File: src/rtl/i_ref_sweep_ctrl.sv
// ---------------------------------------------------------------------------
// i_ref_sweep_ctrl
//
// Sweeps the current reference i_ref upward from I_START in I_STEP
// increments. Each step waits SETTLE_CYCLES clocks, then gives one ready
// pulse so the downstream sampling stage can take a measurement, then takes
// one clock to advance the code. A deglitched instability indicator aborts
// the sweep to a safe i_ref (I_START) and raises went_unstable until the
// sweep is disabled. When the next step would overflow the bus, the sweep
// stops with done held and i_ref left at the last applied code.
//
// Ports
//   clk            in   1          clock
//   rst            in   1          asynchronous, active-high reset
//   enable         in   1          level: 1 = run sweep, 0 = abort to IDLE
//   unstable_in    in   1          synchronous raw instability indicator
//   i_ref          out  BUS_WIDTH  applied current reference (registered)
//   ready          out  1          1-cycle pulse: current i_ref settled
//   went_unstable  out  1          instability confirmed, held until enable=0
//   done           out  1          sweep reached top code without instability
//   busy           out  1          high while in SETTLE / SAMPLE / STEP
//
// All outputs are registered and decoded from the next state, so each flag
// lines up with the state the FSM enters on the same edge.
// ---------------------------------------------------------------------------
module i_ref_sweep_ctrl #(
  parameter int BUS_WIDTH     = 10,
  parameter int I_START       = 0,
  parameter int I_STEP        = 4,
  parameter int SETTLE_CYCLES = 256,
  parameter int CNT_W         = 16,
  parameter int DEGLITCH      = 3
) (
  input  logic                 clk,
  input  logic                 rst,
  input  logic                 enable,
  input  logic                 unstable_in,
  output logic [BUS_WIDTH-1:0] i_ref,
  output logic                 ready,
  output logic                 went_unstable,
  output logic                 done,
  output logic                 busy
);

  localparam int DG_W = (DEGLITCH < 1) ? 1 : $clog2(DEGLITCH + 1);

  localparam logic [BUS_WIDTH-1:0] START_CODE  = BUS_WIDTH'(I_START);
  localparam logic [BUS_WIDTH:0]   STEP_EXT    = (BUS_WIDTH + 1)'(I_STEP);
  localparam logic [CNT_W-1:0]     SETTLE_LAST = CNT_W'(SETTLE_CYCLES - 1);
  localparam logic [DG_W-1:0]      DG_MAX      = DG_W'(DEGLITCH);

  typedef enum logic [2:0] {
    S_IDLE,
    S_SETTLE,
    S_SAMPLE,
    S_STEP,
    S_UNSTABLE,
    S_DONE
  } state_t;

  state_t state, state_nxt;

  logic [CNT_W-1:0]     settle_cnt, settle_nxt;
  logic [DG_W-1:0]      deg_cnt, deg_nxt, deg_inc;
  logic [BUS_WIDTH:0]   step_sum;
  logic                 step_ovf;
  logic                 sweep_active;
  logic                 deg_hit;
  logic                 settle_end;

  logic [BUS_WIDTH-1:0] i_ref_nxt;
  logic                 ready_nxt;
  logic                 went_unstable_nxt;
  logic                 done_nxt;
  logic                 busy_nxt;

  // -------------------------------------------------------------------------
  // Datapath helpers
  // -------------------------------------------------------------------------

  // Next code computed one bit wider so the top-code check cannot wrap.
  assign step_sum = {1'b0, i_ref} + STEP_EXT;
  assign step_ovf = step_sum[BUS_WIDTH];

  assign sweep_active = (state == S_SETTLE) || (state == S_SAMPLE) ||
                        (state == S_STEP);

  assign settle_end = (state == S_SETTLE) && (settle_cnt == SETTLE_LAST);

  // Saturating increment of the deglitch count.
  assign deg_inc = (deg_cnt == DG_MAX) ? DG_MAX : deg_cnt + DG_W'(1);

  // The count that would be registered this cycle reaches the threshold:
  // the FSM leaves for UNSTABLE on this very edge, ahead of any normal
  // transition (settle end, sample, step).
  assign deg_hit = sweep_active && unstable_in && (deg_inc == DG_MAX);

  // -------------------------------------------------------------------------
  // Process 1: state and counter registers
  // -------------------------------------------------------------------------
  always_ff @(posedge clk or posedge rst) begin
    if (rst) begin
      state         <= S_IDLE;
      settle_cnt    <= '0;
      deg_cnt       <= '0;
      i_ref         <= START_CODE;
      ready         <= 1'b0;
      went_unstable <= 1'b0;
      done          <= 1'b0;
      busy          <= 1'b0;
    end else begin
      state         <= state_nxt;
      settle_cnt    <= settle_nxt;
      deg_cnt       <= deg_nxt;
      i_ref         <= i_ref_nxt;
      ready         <= ready_nxt;
      went_unstable <= went_unstable_nxt;
      done          <= done_nxt;
      busy          <= busy_nxt;
    end
  end

  // -------------------------------------------------------------------------
  // Process 2: next-state and counter logic
  // -------------------------------------------------------------------------
  always_comb begin
    state_nxt = state;

    if (!enable) begin
      state_nxt = S_IDLE;
    end else if (deg_hit) begin
      state_nxt = S_UNSTABLE;
    end else begin
      case (state)
        S_IDLE:     state_nxt = S_SETTLE;
        S_SETTLE:   state_nxt = settle_end ? S_SAMPLE : S_SETTLE;
        S_SAMPLE:   state_nxt = S_STEP;
        S_STEP:     state_nxt = step_ovf ? S_DONE : S_SETTLE;
        S_UNSTABLE: state_nxt = S_UNSTABLE;
        S_DONE:     state_nxt = S_DONE;
        default:    state_nxt = S_IDLE;
      endcase
    end
  end

  always_comb begin
    // Settle counter restarts on every entry into SETTLE.
    settle_nxt = '0;
    if ((state == S_SETTLE) && (state_nxt == S_SETTLE)) begin
      settle_nxt = settle_cnt + CNT_W'(1);
    end

    // Deglitch counter runs across SETTLE/SAMPLE/STEP and is cleared by any
    // stable cycle or by leaving the active sweep states.
    deg_nxt = '0;
    if (sweep_active && unstable_in &&
        ((state_nxt == S_SETTLE) || (state_nxt == S_SAMPLE) ||
         (state_nxt == S_STEP))) begin
      deg_nxt = deg_inc;
    end
  end

  // -------------------------------------------------------------------------
  // Process 3: output decode from the next state
  // -------------------------------------------------------------------------
  always_comb begin
    i_ref_nxt         = i_ref;
    ready_nxt         = 1'b0;
    went_unstable_nxt = 1'b0;
    done_nxt          = 1'b0;
    busy_nxt          = 1'b0;

    case (state_nxt)
      S_IDLE: begin
        i_ref_nxt = START_CODE;
      end
      S_SETTLE: begin
        busy_nxt = 1'b1;
        // The code only advances when STEP hands back to SETTLE.
        if (state == S_STEP) begin
          i_ref_nxt = step_sum[BUS_WIDTH-1:0];
        end
      end
      S_SAMPLE: begin
        busy_nxt  = 1'b1;
        ready_nxt = 1'b1;
      end
      S_STEP: begin
        busy_nxt = 1'b1;
      end
      S_UNSTABLE: begin
        i_ref_nxt         = START_CODE;
        went_unstable_nxt = 1'b1;
      end
      S_DONE: begin
        done_nxt = 1'b1;
      end
      default: begin
        i_ref_nxt = START_CODE;
      end
    endcase
  end

endmodule

File: config.mk
export PLATFORM = sky130hd
export DESIGN_NAME = i_ref_sweep_ctrl
export DESIGN_NICKNAME = d
export VERILOG_FILES = /design/src/rtl/i_ref_sweep_ctrl.sv
export SDC_FILE = /design/constraint.sdc
export NUM_CORES = 1
export LEC_CHECK = 0
export CAP_MARGIN = 10
export CORE_MARGIN = 5
export CORE_UTILIZATION = 55
export CTS_CLUSTER_SIZE = 30
export DETAILED_ROUTE_END_ITERATION = 16
export PLACE_DENSITY = 0.78
export SLEW_MARGIN = 20
export SYNTH_ARGS = -nofsm -noshare
export SYNTH_HDL_FRONTEND = slang
export SYNTH_SLANG_ARGS = --single-unit
File: constraint.sdc
create_clock -name clk -period 2.77 [get_ports clk]
set_input_delay 0.554 -clock clk [delete_from_list [all_inputs] [get_ports clk]]
set_output_delay 0.554 -clock clk [all_outputs]
set_load 0.005 [all_outputs]
==> metrics.md <==
| Metric | Value |
|---|---|
| Status | finished clean |
| Skew final | approximately 0.011 ns |
| Ys flop type | dfrtp_1 |
| Syn Std Cell Area | 1712 um2 |
| Setup violations, final | 0 |
| First-pass DRT Iterations | 4 |
| Remaining DRCs | 0 |
| Die X | roughly 66 um |
| Fin crit period | 2.181 ns |
| Placement Rows | 20 |
| DRT Wirelength | 3189 um |
| Critical Path End Type | register |
| Asr flop ratio synth | 1.000 |
| Cell Area, Placed | around 1900 um2 |
| Fmax achieved | ~460 MHz |
| Netlist cell types | 42 |
| Crit path buf inv count | 0 |
| Pwr/cell area | 440.5 nW/um2 |
| Syn_area_per_cell | about 9.5 um2 |
| # Max-Cap Violations | 0 |
| Die height | about 66 um |
| Total design power | between 0.0008 and 0.0009 W |
| Reg2Reg Setup Slack | between 0.5 and 0.6 ns |
| Vias in the first global route | 1306 |
| Postcts setup bufs | 0 |
| H-tree levels | 2 |
| Crit Path Category | reg -> reg |
| IO Pins | 18 |
| Setup_tns | 0 ns |
| CTS Buf Count | 5 |
| Worst vdd ir | ~0.26 mV |
| Post-synthesis register bit count | 33 |
| Clk buf depth | 2 |
| R2R cell count | 6 |
| ANT nets after route | 0 |
| Cts hold-fix bufs | 0 |
| Hold Vio Cnt, Final | 0 |
| Crit-path cells | ha_1 -> nand4_1 -> nor2_1 -> or4_1 -> or3_1 -> o221ai_2 |
| Crit path DAT | about 2.4 ns |
| Post-route cell area | 1926 um2 |
| Clock sinks | 33 |
| First DRT Iteration DRCs | about 120 |
| Commonest cells after routing, fill and taps aside | dfrtp_1, nor2_1, nand2_1, clkdlybuf4s50_1, nand3_1 |
| Vias per inst | 5.455 |
| Normalized max-slew margin | 0.6487 |
| Die Area | 4328 um2 |
| DP HPWL | roughly 2300 um |
| Crit. path cell count | 6 |
| Port Buf Inserts | 15 |
| Diode count | 0 |
| Seq/Total Area, Yosys | 0.4825 |
| Largest net degree at the start of global routing | 22 |
| Routability cong. | between 0.8 and 0.9 |
| Share of cells above drive strength 1 | 0.06566 |
| Initial antenna violation count | 0 |
| Worst Tran Pin Value | ~0.53 ns |
| Setup crit end | i_ref[7]$_DFFE_PP0P_ |
| R2r startpoint | i_ref[2]$_DFFE_PP0P_ |
| Vias | between 1k and 1.5k |
| Biggest cell delay along the critical path | roughly 0.67 ns |
| Leakage | slightly below 0.8 nW |
| Hold crit path type | reg -> reg |
| Drt wl/cell | ~13 um |
| Reg-to-reg endpoint | i_ref[7]$_DFFE_PP0P_ |
| Total GRT Usage | 0.1735 |
| Required @ worst endpoint | 3.03 ns |
| Crit-path slowest cell | or4_1 |
| Synth warn | 0 |
| Utilization after layout | 0.6360 |
| Resized Gates After CTS | 0 |
| Area grow syn2layout | 12.50% |
| Clk_lat worst skew | 0.33 ns |
| Leading cell type in the layout, fill and taps excluded | dfrtp_1 |
| Post-synth EDFFs | 0 |
| Clock slew at reported path FFs | around 0.1 ns |
| Initial core utilization | 0.5653 |
| Critical path's top delay family | simple AND/OR/NAND/NOR gates |
| Maximum fanout along the worst path | 7 |
| Global-route wire length before repair | ~5700 um |
| RSZ-0062 raised after global routing | no |
| Total gr overflow | 0 |
| Slew Limit Fails | 0 |
| CTS tree | done |
| Crit path launch | i_ref[2]$_DFFE_PP0P_ |
| Root buffer cell | clkbuf_4 |
| Post-synthesis cell count | 181 |
| Core area | between 3000 and 4000 um2 |
| CP Launch Type | register |
| Final worst-path cycle share | 0.7874 |
| Fin nets | roughly 200 |
[how the worst min path moves through the flow]
stage | startpoint | to | slack [ns] | depth (start not counted)
floorplan | deg_cnt[0]$_DFF_PP0_ | deg_cnt[0]$_DFF_PP0_ | 0.42 | 1
global placement | deg_cnt[0]$_DFF_PP0_ | deg_cnt[0]$_DFF_PP0_ | 0.43 | 1
detailed placement | deg_cnt[0]$_DFF_PP0_ | deg_cnt[0]$_DFF_PP0_ | 0.44 | 1
CTS | deg_cnt[0]$_DFF_PP0_ | deg_cnt[0]$_DFF_PP0_ | 0.45 | 1
global route | deg_cnt[0]$_DFF_PP0_ | deg_cnt[0]$_DFF_PP0_ | 0.46 | 1
finish | deg_cnt[0]$_DFF_PP0_ | deg_cnt[0]$_DFF_PP0_ | 0.44 | 1
[cell usage after synthesis, drive strengths merged (2+ instances only)]
master	number	area, um2
dfrtp	33	825.8
nor2	26	97.59
nand2	19	71.32
nand3	9	45.04
xnor2	8	70.07
or3	7	43.79
xor2	7	61.31
buf	6	43.79
o21ai	6	30.03
inv	5	18.77
nor3	5	25.02
and3	4	25.02
nand4	4	25.02
nor2b	4	25.02
a21oi	3	15.01
and2	3	18.77
nand2b	3	26.27
nand3b	3	26.27
a221o	2	20.02
and3b	2	21.27
and4	2	17.52
clkbuf	2	7.510
ha	2	25.02
o211ai	2	15.01
o22ai	2	12.51
[cells by family (layout without fill, tap and decap cells)]
| logic type | after synthesis | count (layout) | synth area share |
|---|---|---|---|
| xor gates and xnor gates | 15 | 15 | 0.07676 |
| other | 1 | 2 | 0.002191 |
| and+or+nand+nor | 97 | 97 | 0.2997 |
| adders and majority gates | 2 | 2 | 0.01462 |
| buffers and inverters | 13 | 29 | 0.04094 |
| DFF | 33 | 33 | 0.4825 |
| AOI/OAI and AO/OA | 20 | 20 | 0.08333 |
[report_power, final]
part | internal, W | total [W] | switching (W) | leakage [nW]
combinational | 0.0000427 | 0.0000797 | 0.0000370 | 0.312
sequential | 0.000496 | 0.000518 | 0.0000220 | 0.454
clock | 0.000101 | 0.000251 | 0.000150 | 0.0265
total | 0.000639 | 0.000848 | 0.000209 | 0.792
[sequential cells by signal, summed over array words and instances (netlist names)]
| name | flops |
|---|---|
| state | 3 |
| i_ref | 8 |
| settle_cnt | 16 |
| busy | 1 |
| ready | 1 |
| deg_cnt | 2 |
| went_unstable | 1 |
| done | 1 |
[per-stage QoR]
step                      hold slack (ns)  instances  setup WS [ns]
after floorplan                    0.4176        182         0.7577
after global placement             0.4295        234         0.4319
after detailed placement           0.4352        234         0.3985
after CTS                          0.4475        242         0.5898
after global routing               0.4602        242         0.4782
final                              0.4442        242         0.5890
[cell type report]
| cell class | count | area (um2) |
|---|---|---|
| clock buffer | 8 | 48.80 |
| fill | 243 | 1102 |
| inverter | 5 | 18.77 |
| multi-input combinational | 136 | 819.5 |
| sequential | 33 | 825.8 |
| tap | 44 | 55.05 |
| timing repair buffer | 16 | 157.7 |
[metal layers]
layer / up-vias / GRT usage / routed length (um)
li1: 656 / - / -
met3: 10 / 0.05612 / 130
met4: 0 / 0.08031 / 67
met2: 20 / 0.2929 / 1605
met5: - / 0 / 0
met1: 634 / 0.1978 / 1386
[worst register-to-register path: cells and delay by family (launching register included)]
family	cells	cell delay, ns
flops	1	0.44
compound gates	1	0.15
fa+ha+maj	1	0.26
simple gates	4	1.26
Note: power is estimated with default switching activity, not from simulation.
